==> config.mk <==
export PLATFORM = sky130hd
export DESIGN_NAME = aes_block_loader
export DESIGN_NICKNAME = d
export VERILOG_FILES = /design/src/rtl/aes_block_loader.sv
export SDC_FILE = /design/constraint.sdc
export NUM_CORES = 1
export LEC_CHECK = 0
export ABC_AREA = 1
export CAP_MARGIN = 40
export CORE_ASPECT_RATIO = 1.75
export CORE_MARGIN = 4
export CORE_UTILIZATION = 55
export CTS_CLUSTER_DIAMETER = 30
export DETAILED_ROUTE_END_ITERATION = 6
export PLACE_DENSITY = 0.92
export SETUP_SLACK_MARGIN = 0.4
export SLEW_MARGIN = 20
export SYNTH_ARGS = -nofsm -noshare
export SYNTH_HDL_FRONTEND = slang
export SYNTH_SLANG_ARGS = --single-unit
==> constraint.sdc <==
create_clock -name clk -period 7.6 [get_ports clk]
set_input_delay 1.14 -clock clk [delete_from_list [all_inputs] [get_ports clk]]
set_output_delay 1.14 -clock clk [all_outputs]
set_load 0.03 [all_outputs]
==> src/rtl/aes_block_loader.sv <==
`default_nettype none
// +----------------------------------------------------------------------------+
// | Module   : aes_block_loader                                                |
// | Purpose  : Packs a byte stream into one AES key/state block of WORDS x 32  |
// |            bits. The first accepted byte lands in the most significant     |
// |            byte of word 0. A completed block is held until the consumer    |
// |            takes it; a block cut short by in_last is dropped and flagged.  |
// | Revision : 1.0  initial release                                            |
// +----------------------------------------------------------------------------+
// | Ports                                                                      |
// |   clk        in   1          rising-edge clock                             |
// |   rst        in   1          asynchronous active-high reset                |
// |   clr        in   1          synchronous abort, drops partial/held block   |
// |   byte_in    in   8          data byte                                     |
// |   in_valid   in   1          byte_in valid                                 |
// |   in_ready   out  1          loader can take a byte (FILL state)           |
// |   in_last    in   1          final byte of the source block                |
// |   out_block  out  32*WORDS   assembled block, word 0 in the MS 32 bits     |
// |   out_valid  out  1          out_block complete and held (FULL state)      |
// |   out_ready  in   1          consumer takes out_block                      |
// |   fill_cnt   out  FILL_W     bytes accepted into the current block         |
// |   err_short  out  1          one-cycle pulse when a short block is dropped |
// |   blk_cnt    out  16         completed handshakes (AES_LOADER_CNT_EN only) |
// | Optional build macro: AES_LOADER_CNT_EN adds the blk_cnt output/counter.   |
// +----------------------------------------------------------------------------+
module aes_block_loader #(
  parameter int WORDS  = 4,
  parameter int FILL_W = 6
) (
  input  logic                clk,
  input  logic                rst,
  input  logic                clr,
  input  logic [7:0]          byte_in,
  input  logic                in_valid,
  output logic                in_ready,
  input  logic                in_last,
  output logic [32*WORDS-1:0] out_block,
  output logic                out_valid,
  input  logic                out_ready,
  output logic [FILL_W-1:0]   fill_cnt,
  output logic                err_short
`ifdef AES_LOADER_CNT_EN
  ,
  output logic [15:0]         blk_cnt
`endif
);

  localparam int                c_NBYTES   = 4 * WORDS;
  localparam int                c_BITS     = 32 * WORDS;
  localparam logic [FILL_W-1:0] c_LAST_IDX = FILL_W'(c_NBYTES - 1);
  localparam logic [FILL_W-1:0] c_FULL_CNT = FILL_W'(c_NBYTES);

  typedef enum logic [0:0] {
    S_FILL = 1'b0,
    S_FULL = 1'b1
  } state_t;

  state_t              state_q, state_d;
  logic [c_BITS-1:0]   block_q, block_d;
  logic [FILL_W-1:0]   fill_cnt_q, fill_cnt_d;
  logic                err_short_q, err_short_d;
  logic [c_BITS-1:0]   w_block_wr;
`ifdef AES_LOADER_CNT_EN
  logic [15:0]         blk_cnt_q, blk_cnt_d;
`endif

  // Current block with byte_in merged at the slot selected by fill_cnt.
  // Constant part-selects keep the write mux explicit for synthesis.
  always_comb begin
    w_block_wr = block_q;
    for (int i = 0; i < c_NBYTES; i++) begin
      if (fill_cnt_q == FILL_W'(i)) begin
        w_block_wr[c_BITS-1-8*i -: 8] = byte_in;
      end
    end
  end

  // Next-state logic. clr overrides everything; in FULL the byte side is
  // ignored entirely, so in_valid only matters in FILL.
  always_comb begin
    state_d     = state_q;
    block_d     = block_q;
    fill_cnt_d  = fill_cnt_q;
    err_short_d = 1'b0;
`ifdef AES_LOADER_CNT_EN
    blk_cnt_d   = blk_cnt_q;
`endif
    if (clr) begin
      state_d    = S_FILL;
      block_d    = '0;
      fill_cnt_d = '0;
    end else if (state_q == S_FULL) begin
      if (out_ready) begin
        state_d    = S_FILL;
        block_d    = '0;
        fill_cnt_d = '0;
`ifdef AES_LOADER_CNT_EN
        blk_cnt_d  = blk_cnt_q + 16'd1;
`else
        // no block counter in this build
`endif
      end
    end else if (in_valid) begin
      if (fill_cnt_q == c_LAST_IDX) begin
        // Completing byte: in_last here is a normal end of block.
        state_d    = S_FULL;
        block_d    = w_block_wr;
        fill_cnt_d = c_FULL_CNT;
      end else if (in_last) begin
        block_d     = '0;
        fill_cnt_d  = '0;
        err_short_d = 1'b1;
      end else begin
        block_d    = w_block_wr;
        fill_cnt_d = fill_cnt_q + FILL_W'(1);
      end
    end
  end

  always_ff @(posedge clk or posedge rst) begin
    if (rst) begin
      state_q     <= S_FILL;
      block_q     <= '0;
      fill_cnt_q  <= '0;
      err_short_q <= 1'b0;
`ifdef AES_LOADER_CNT_EN
      blk_cnt_q   <= 16'd0;
`endif
    end else begin
      state_q     <= state_d;
      block_q     <= block_d;
      fill_cnt_q  <= fill_cnt_d;
      err_short_q <= err_short_d;
`ifdef AES_LOADER_CNT_EN
      blk_cnt_q   <= blk_cnt_d;
`endif
    end
  end

  // in_ready is gated by rst directly so it is low for the whole reset pulse
  // and high in the very first cycle after release.
  assign in_ready  = (state_q == S_FILL) && !rst;
  assign out_valid = (state_q == S_FULL);
  assign out_block = block_q;
  assign fill_cnt  = fill_cnt_q;
  assign err_short = err_short_q;
`ifdef AES_LOADER_CNT_EN
  assign blk_cnt   = blk_cnt_q;
`endif

endmodule
`default_nettype wire

==> run summary, run 1 <==
Status -> finished, final reports clean
GRT Total Usage -> 27.3%
Area of the multi-input gates -> 0.00283 sq mm
FP Rows -> 54
Number of distinct library cells after synthesis -> 24
CORE AREA -> 0.0125 sq mm
Tmin final -> 3.60 ns
CTS tree -> yes
Mapped Area -> 0.00700 sq mm
Worst setup path class -> in2out
Die area -> 0.0147 sq mm
Hpwl dp -> 12.4 mm
Peak supply drop -> 0.169 mV
Largest net degree at the start of global routing -> 79
Reg2reg setup slack -> 4.73 ns
Starting Density -> 56.0%
Insertion delay of the later-clocked pin in the worst-skew pair -> 0.42 ns
Post-Syn Nets -> 955
Top cells by area in the synthesized netlist -> dfrtp_1, nand2_1, nand3_1
I/O Buffers -> 150
Reg2reg end -> out_block[62]
H-tree depth -> 4
Post-synthesis area per instance -> 7.47 sq um
Final hold violation count -> 0
Met3 Usage GRT -> 5.64%
FF-to-FF path depth -> 9
Cts repair resizes -> 0
Die W -> 93.3 um
Pre-CTS setup slack -> 3.35 ns
Number of hold buffers added after CTS -> 0
Ys Warns -> 0
Hold Crit Depth -> 4
CP cell instances -> clkdlybuf4s50_1 -> nor2_1 -> clkdlybuf4s50_1
PwrDens -> 193 mW/mm^2
Finished layout cell area -> 0.00926 sq mm
Die Y -> 157 um
Critical Path AT -> 2.46 ns
CP max stage cell -> clkdlybuf4s50_1
End of the worst hold path -> out_block[88]
CTS root buffer -> clkbuf_16
Register area -> 0.00340 sq mm
Max Clock Freq -> 277 MHz
DR iter-0 viols -> 665
Hold crit path type -> reg2reg
CTS buffer count -> 17
# diodes -> 0
GR Overflow Total -> 0
Max-slew violation count -> 0
Met1 usage -> 30.7%
Pleak -> 4.44 nW
CP peak stage delay -> 0.68 ns
Worst-Margin Slew -> 0.822 ns
CP endpoint kind -> primary output
Synth area leader -> dfrtp_1
Origin of the critical flop-to-flop path -> fill_cnt[0]
Rel. slew slack -> 45.1%
Drt first pass iters -> 6
Routed wire length -> 19.8 mm
Most common cell on crit path -> clkdlybuf4s50_1
Hold path startpoint -> out_block[88]
Routability-driven placement congestion ratio -> 0.841
Post-CTS Repair Setup Buffers -> 0
Sequential area share after synthesis -> 48.6%
Unrepaired setup endpoints after global routing -> false
Max-cap viol count -> 0
Final ANT Viol Nets -> 0
Utilization after layout -> 74.1%
Critical Path Fanout Max -> 2
Share of cells above drive strength 1 -> 7.20%
Routed vias/inst -> 5.15
Top Ports -> 151
Worst-path clk slew -> 0.06 ns
Yosys reg bits -> 136
Filler cells -> 903
GR peak layer -> met2
NumNets Final -> 1,091
Dpl cell area -> 0.00860 sq mm
First-pass GRT wire length -> 31.3 mm
EDFF count, synth -> 0
Vias in the first global route -> 6,472
Endpoints failing setup -> 0
Met2 Resource Use GR -> 47.4%
Most used DFF post-synth -> dfrtp_1
Setup TNS -> 0 ns
Setup ws final -> 4.00 ns
Synth cell count leaders -> nand2_1, inv_1, nand3_1
CTS max path bufs -> 2
Clock sink count -> 136
Top-count cell post-synth -> nand2_1
Crit path buf inv count -> 2
Clock skew -> 0.00444 ns
Fin crit share -> 47.4%
Fraction of registers with async set/reset -> 100%
Vias -> 6,447
Synth top area share -> 48.6%
Syn Inst Count -> 937
CP Launch Type -> primary input
Routed len/inst -> 15.8 um
Initial antenna violation count -> 0
Worst path depth -> 3
Worst path required time -> 6.46 ns
Top cell family by delay on the critical path -> buffers and inverters
Remaining DRCs -> 0
Area Growth Syn to Fin -> 32.2%
[placed cells by master, fill, tap and decap left out, drive strengths merged, types with 4 or more instances in the layout]
cell type	count
nand2	294
inv	153
nor2	153
clkdlybuf4s50	150
nand3	144
dfrtp	136
clkbuf	19
buf	8
o21ai	6
clkinv	5
ha	4
bufinv	4
[report_power, final]
part | total, mW | switching [mW] | internal [mW]
Combinational | 0.173 | 0.123 | 0.0494
Sequential | 0.744 | 0.00863 | 0.736
Clock | 0.872 | 0.317 | 0.555
[registers in the layout (all words and copies together) (netlist names)]
signal	flops
out_block	128
fill_cnt	6
err_short	1
out_valid	1
[how the worst max path moves through the flow]
stage / start / end
6_report: rst / in_ready
5_1_grt: in_valid / out_block[61]
4_1_cts: in_valid / out_block[97]
3_5_place_dp: in_valid / out_block[74]
3_3_place_gp: in_valid / out_block[57]
2_1_floorplan: rst / err_short
[through the flow]
stage	total power, mW	hold WS (ns)	std cells
detailed placement	0.923	0.573	1220
CTS	1.79	0.583	1250
global route	1.84	0.613	1252
global placement	0.918	0.568	1218
finish	1.79	0.582	1252
floorplan	0.865	0.718	937
[routing by layer]
metal | share of wire, % | wire (um)
met1 | 36 | 7070
met2 | 53 | 10500
met3 | 6.6 | 1320
met4 | 4.7 | 933
met5 | 0 | 0
[cell families (layout without fill, tap and decap cells)]
logic type                 count (synthesis)  in the layout  synth area share (%)
and+or+nand+nor                          593            593                  38.6
buffers and inverters                    194            341                  11.2
xor gates and xnor gates                   1              1                 0.125
AOI/OAI and AO/OA                          9              9                 0.679
adders and majority gates                  4              4                 0.715
DFF                                      136            136                  48.6
[worst register-to-register path: stages, from the launching register on]
cell and delay, ns:
dfrtp_1 0.47, ha_1 0.34, nand2_1 0.10, inv_1 0.06, nand3_2 0.10, nand2_1 0.16
a21oi_4 0.15, buf_4 0.52, buf_4 0.68, nor2_1 0.15
[area by class of cell]
class / instances / area share, %
sequential: 136 / 36.8
clock inverter: 11 / 1.89
tap: 168 / 2.27
inverter: 153 / 6.26
multi-input combinational: 607 / 30.5
clock buffer: 19 / 4.79
timing repair buffer: 158 / 17.5
(Power assumes the default switching activity.)
==> run 2, diff against run 1 <==
--- a/config.mk
+++ b/config.mk
@@ -9,10 +9,10 @@
 export CAP_MARGIN = 40
 export CORE_ASPECT_RATIO = 1.75
 export CORE_MARGIN = 4
-export CORE_UTILIZATION = 55
+export CORE_UTILIZATION = 46
 export CTS_CLUSTER_DIAMETER = 30
 export DETAILED_ROUTE_END_ITERATION = 6
-export PLACE_DENSITY = 0.92
+export PLACE_DENSITY = 0.82
 export SETUP_SLACK_MARGIN = 0.4
 export SLEW_MARGIN = 20
 export SYNTH_ARGS = -nofsm -noshare
==> constraint.sdc (replaced) <==
create_clock -name clk -period 3.2 [get_ports clk]
set_input_delay 0.48 -clock clk [delete_from_list [all_inputs] [get_ports clk]]
set_output_delay 0.48 -clock clk [all_outputs]
set_load 0.03 [all_outputs]
==> run 2 against run 1 <==
Combinational power rose by 150%. Critical path depth is 5 higher. Non-clock buffer count rose by 5.
==> run summary, run 2 (synthesis results as in run 1) <==
Routed len/inst -> 15.0 um (was 15.8 um)
Register area -> 0.00340 sq mm (unchanged)
Rel. slew slack -> 44.0% (was 45.1%)
GR Overflow Total -> 0 (unchanged)
Clock skew -> 0.0110 ns (was 0.00444 ns)
DR iter-0 viols -> 363 (was 665)
Hold crit path type -> reg2reg (unchanged)
Worst-path clk slew -> 0.06 ns (about the same)
Worst path required time -> 3.49 ns (was 6.46 ns)
Endpoints failing setup -> 0 (unchanged)
Max Clock Freq -> 440 MHz
CTS max path bufs -> 2 (unchanged)
Routability-driven placement congestion ratio -> 0.789 (was 0.841)
Status -> finished, final reports clean (unchanged)
I/O Buffers -> 150 (unchanged)
CP cell instances -> ha_1 -> nand2_1 -> inv_1 -> nand3_2 -> nand2_1 -> a21oi_4 -> buf_12 -> nor2_1 (was clkdlybuf4s50_1 -> nor2_1 -> clkdlybuf4s50_1)
CTS buffer count -> 17 (unchanged)
CORE AREA -> 0.0149 sq mm (was 0.0125 sq mm)
Critical Path Fanout Max -> 30 (was 2)
Peak supply drop -> 0.324 mV (was 0.169 mV)
Post-route insts no fill -> 1,274 (was 1,252)
CTS root buffer -> clkbuf_16 (unchanged)
Met1 usage -> 28.8% (was 30.7%)
Max-cap viol count -> 0 (unchanged)
FP Rows -> 59 (was 54)
Cts repair resizes -> 0 (unchanged)
# diodes -> 0 (unchanged)
Crit path buf inv count -> 2 (unchanged)
Worst setup path class -> reg2reg (was in2out)
Die area -> 0.0173 sq mm (was 0.0147 sq mm)
Pleak -> 4.47 nW (was 4.44 nW)
Area Growth Syn to Fin -> 33.7% (was 32.2%)
First-pass GRT wire length -> 31.7 mm (was 31.3 mm)
DP Cell Count -> 1,240 (was 1,220)
Area of the multi-input gates -> 0.00283 sq mm (unchanged)
Reg2reg setup slack -> 0.93 ns (was 4.73 ns)
Die Y -> 171 um (was 157 um)
PwrDens -> 454 mW/mm^2 (was 193 mW/mm^2)
Routed vias/inst -> 4.86 (was 5.15)
Max reg flops -> 128 (unchanged)
GRT Total Usage -> 23.0% (was 27.3%)
Initial antenna violation count -> 0 (unchanged)
Top cell family by delay on the critical path -> compound AO/OA/AOI/OAI gates (was buffers and inverters)
Max-slew violation count -> 0 (unchanged)
Utilization after layout -> 62.7% (was 74.1%)
Unrepaired setup endpoints after global routing -> false (unchanged)
Met3 Usage GRT -> 3.53% (was 5.64%)
Remaining DRCs -> 0 (unchanged)
Worst Setup EP -> out_block[98] (was in_ready)
FF-to-FF path depth -> 8 (was 9)
Met2 Resource Use GR -> 38.7% (was 47.4%)
Routed wire length -> 19.1 mm (was 19.8 mm)
Final hold violation count -> 0 (unchanged)
Worst path depth -> 8 (was 3)
Largest net degree at the start of global routing -> 153 (was 79)
Hpwl dp -> 12.3 mm (was 12.4 mm)
CP Launch Type -> flip-flop (was primary input)
Die W -> 101 um (was 93.3 um)
Pre-CTS setup slack -> 0.823 ns (was 3.35 ns)
Final ANT Viol Nets -> 0 (unchanged)
Tmin final -> 2.27 ns
Critical Path AT -> 2.57 ns (was 2.46 ns)
Vias in the first global route -> 6,214 (was 6,472)
Total Power -> 4.25 mW (was 1.79 mW)
Origin of the critical flop-to-flop path -> fill_cnt[0] (unchanged)
Fin crit share -> 71.1%
Clock sink count -> 136 (unchanged)
Drt first pass iters -> 5 (was 6)
Crit path launch -> fill_cnt[0] (was rst)
Commonest cells after routing, fill and taps aside -> nand2_1, clkdlybuf4s50_1, inv_1, nand3_1 (unchanged)
Post-CTS Repair Setup Buffers -> 0 (unchanged)
Share of cells above drive strength 1 -> 7.79% (was 7.20%)
Setup ws final -> 0.926 ns (was 4.00 ns)
CTS tree -> yes (unchanged)
Filler cells -> 1,321 (was 903)
H-tree depth -> 4 (unchanged)
Starting Density -> 46.9% (was 56.0%)
CP endpoint kind -> flip-flop (was primary output)
Number of hold buffers added after CTS -> 0 (unchanged)
Vias -> 6,188 (was 6,447)
CP max stage cell -> a21oi_4 (was clkdlybuf4s50_1)
Top Ports -> 151 (unchanged)
Commonest non-fill, non-tap cell in the layout -> nand2_1 (unchanged)
Insertion delay of the later-clocked pin in the worst-skew pair -> 0.41 ns (was 0.42 ns)
Most common cell on crit path -> nand2_1 (was clkdlybuf4s50_1)
CP peak stage delay -> 0.61 ns (was 0.68 ns)
Setup TNS -> 0 ns (unchanged)
Worst-Margin Slew -> 0.839 ns (was 0.822 ns)
NumNets Final -> 1,096 (was 1,091)
GR peak layer -> met2 (unchanged)
Reg2reg end -> out_block[98] (was out_block[62])
## run 2: stage by stage
stage | hold WS (ns) | cell area (sq um)
2_1_floorplan | 0.644 | 7000
3_3_place_gp | 0.572 | 8710
3_5_place_dp | 0.573 | 8710
4_1_cts | 0.585 | 9330
5_1_grt | 0.609 | 9360
6_report | 0.582 | 9360
## run 2: worst min path at each step
stage                         startpoint        endpoint  depth (start not counted)
after floorplan                  in_last       err_short                          2
after global placement     out_block[19]   out_block[19]                          4
after detailed placement  out_block[112]  out_block[112]                          4
after CTS                 out_block[112]  out_block[112]                          4
after global routing        out_block[3]    out_block[3]                          4
final                     out_block[112]  out_block[112]                          4
## run 2: power by group
group | total [mW] | switching (mW) | internal [mW]
logic | 0.430 | 0.295 | 0.135
clock network | 2.05 | 0.774 | 1.28
registers | 1.77 | 0.0191 | 1.75
## run 2: metal layers
metal,up-vias,wire (um)
met5,-,0
met3,46,937
met1,2861,7430
met4,0,769
met2,191,9930
li1,3090,-
## run 2: cell type report
cell class                      count  area share (%)
Multi-Input combinational cell    607            30.2
Tap cell                          183            2.45
Clock inverter                     12            1.75
Clock buffer                       20            4.88
Inverter                          153            6.18
Timing Repair Buffer              163            18.1
Sequential cell                   136            36.4
## run 2: worst reg2reg max path: stages, from the launching register on
cell     delay, ns
dfrtp_1       0.45
ha_1          0.32
nand2_1       0.11
inv_1         0.06
nand3_2       0.11
nand2_1       0.14
a21oi_4       0.61
buf_12        0.28
nor2_1        0.08
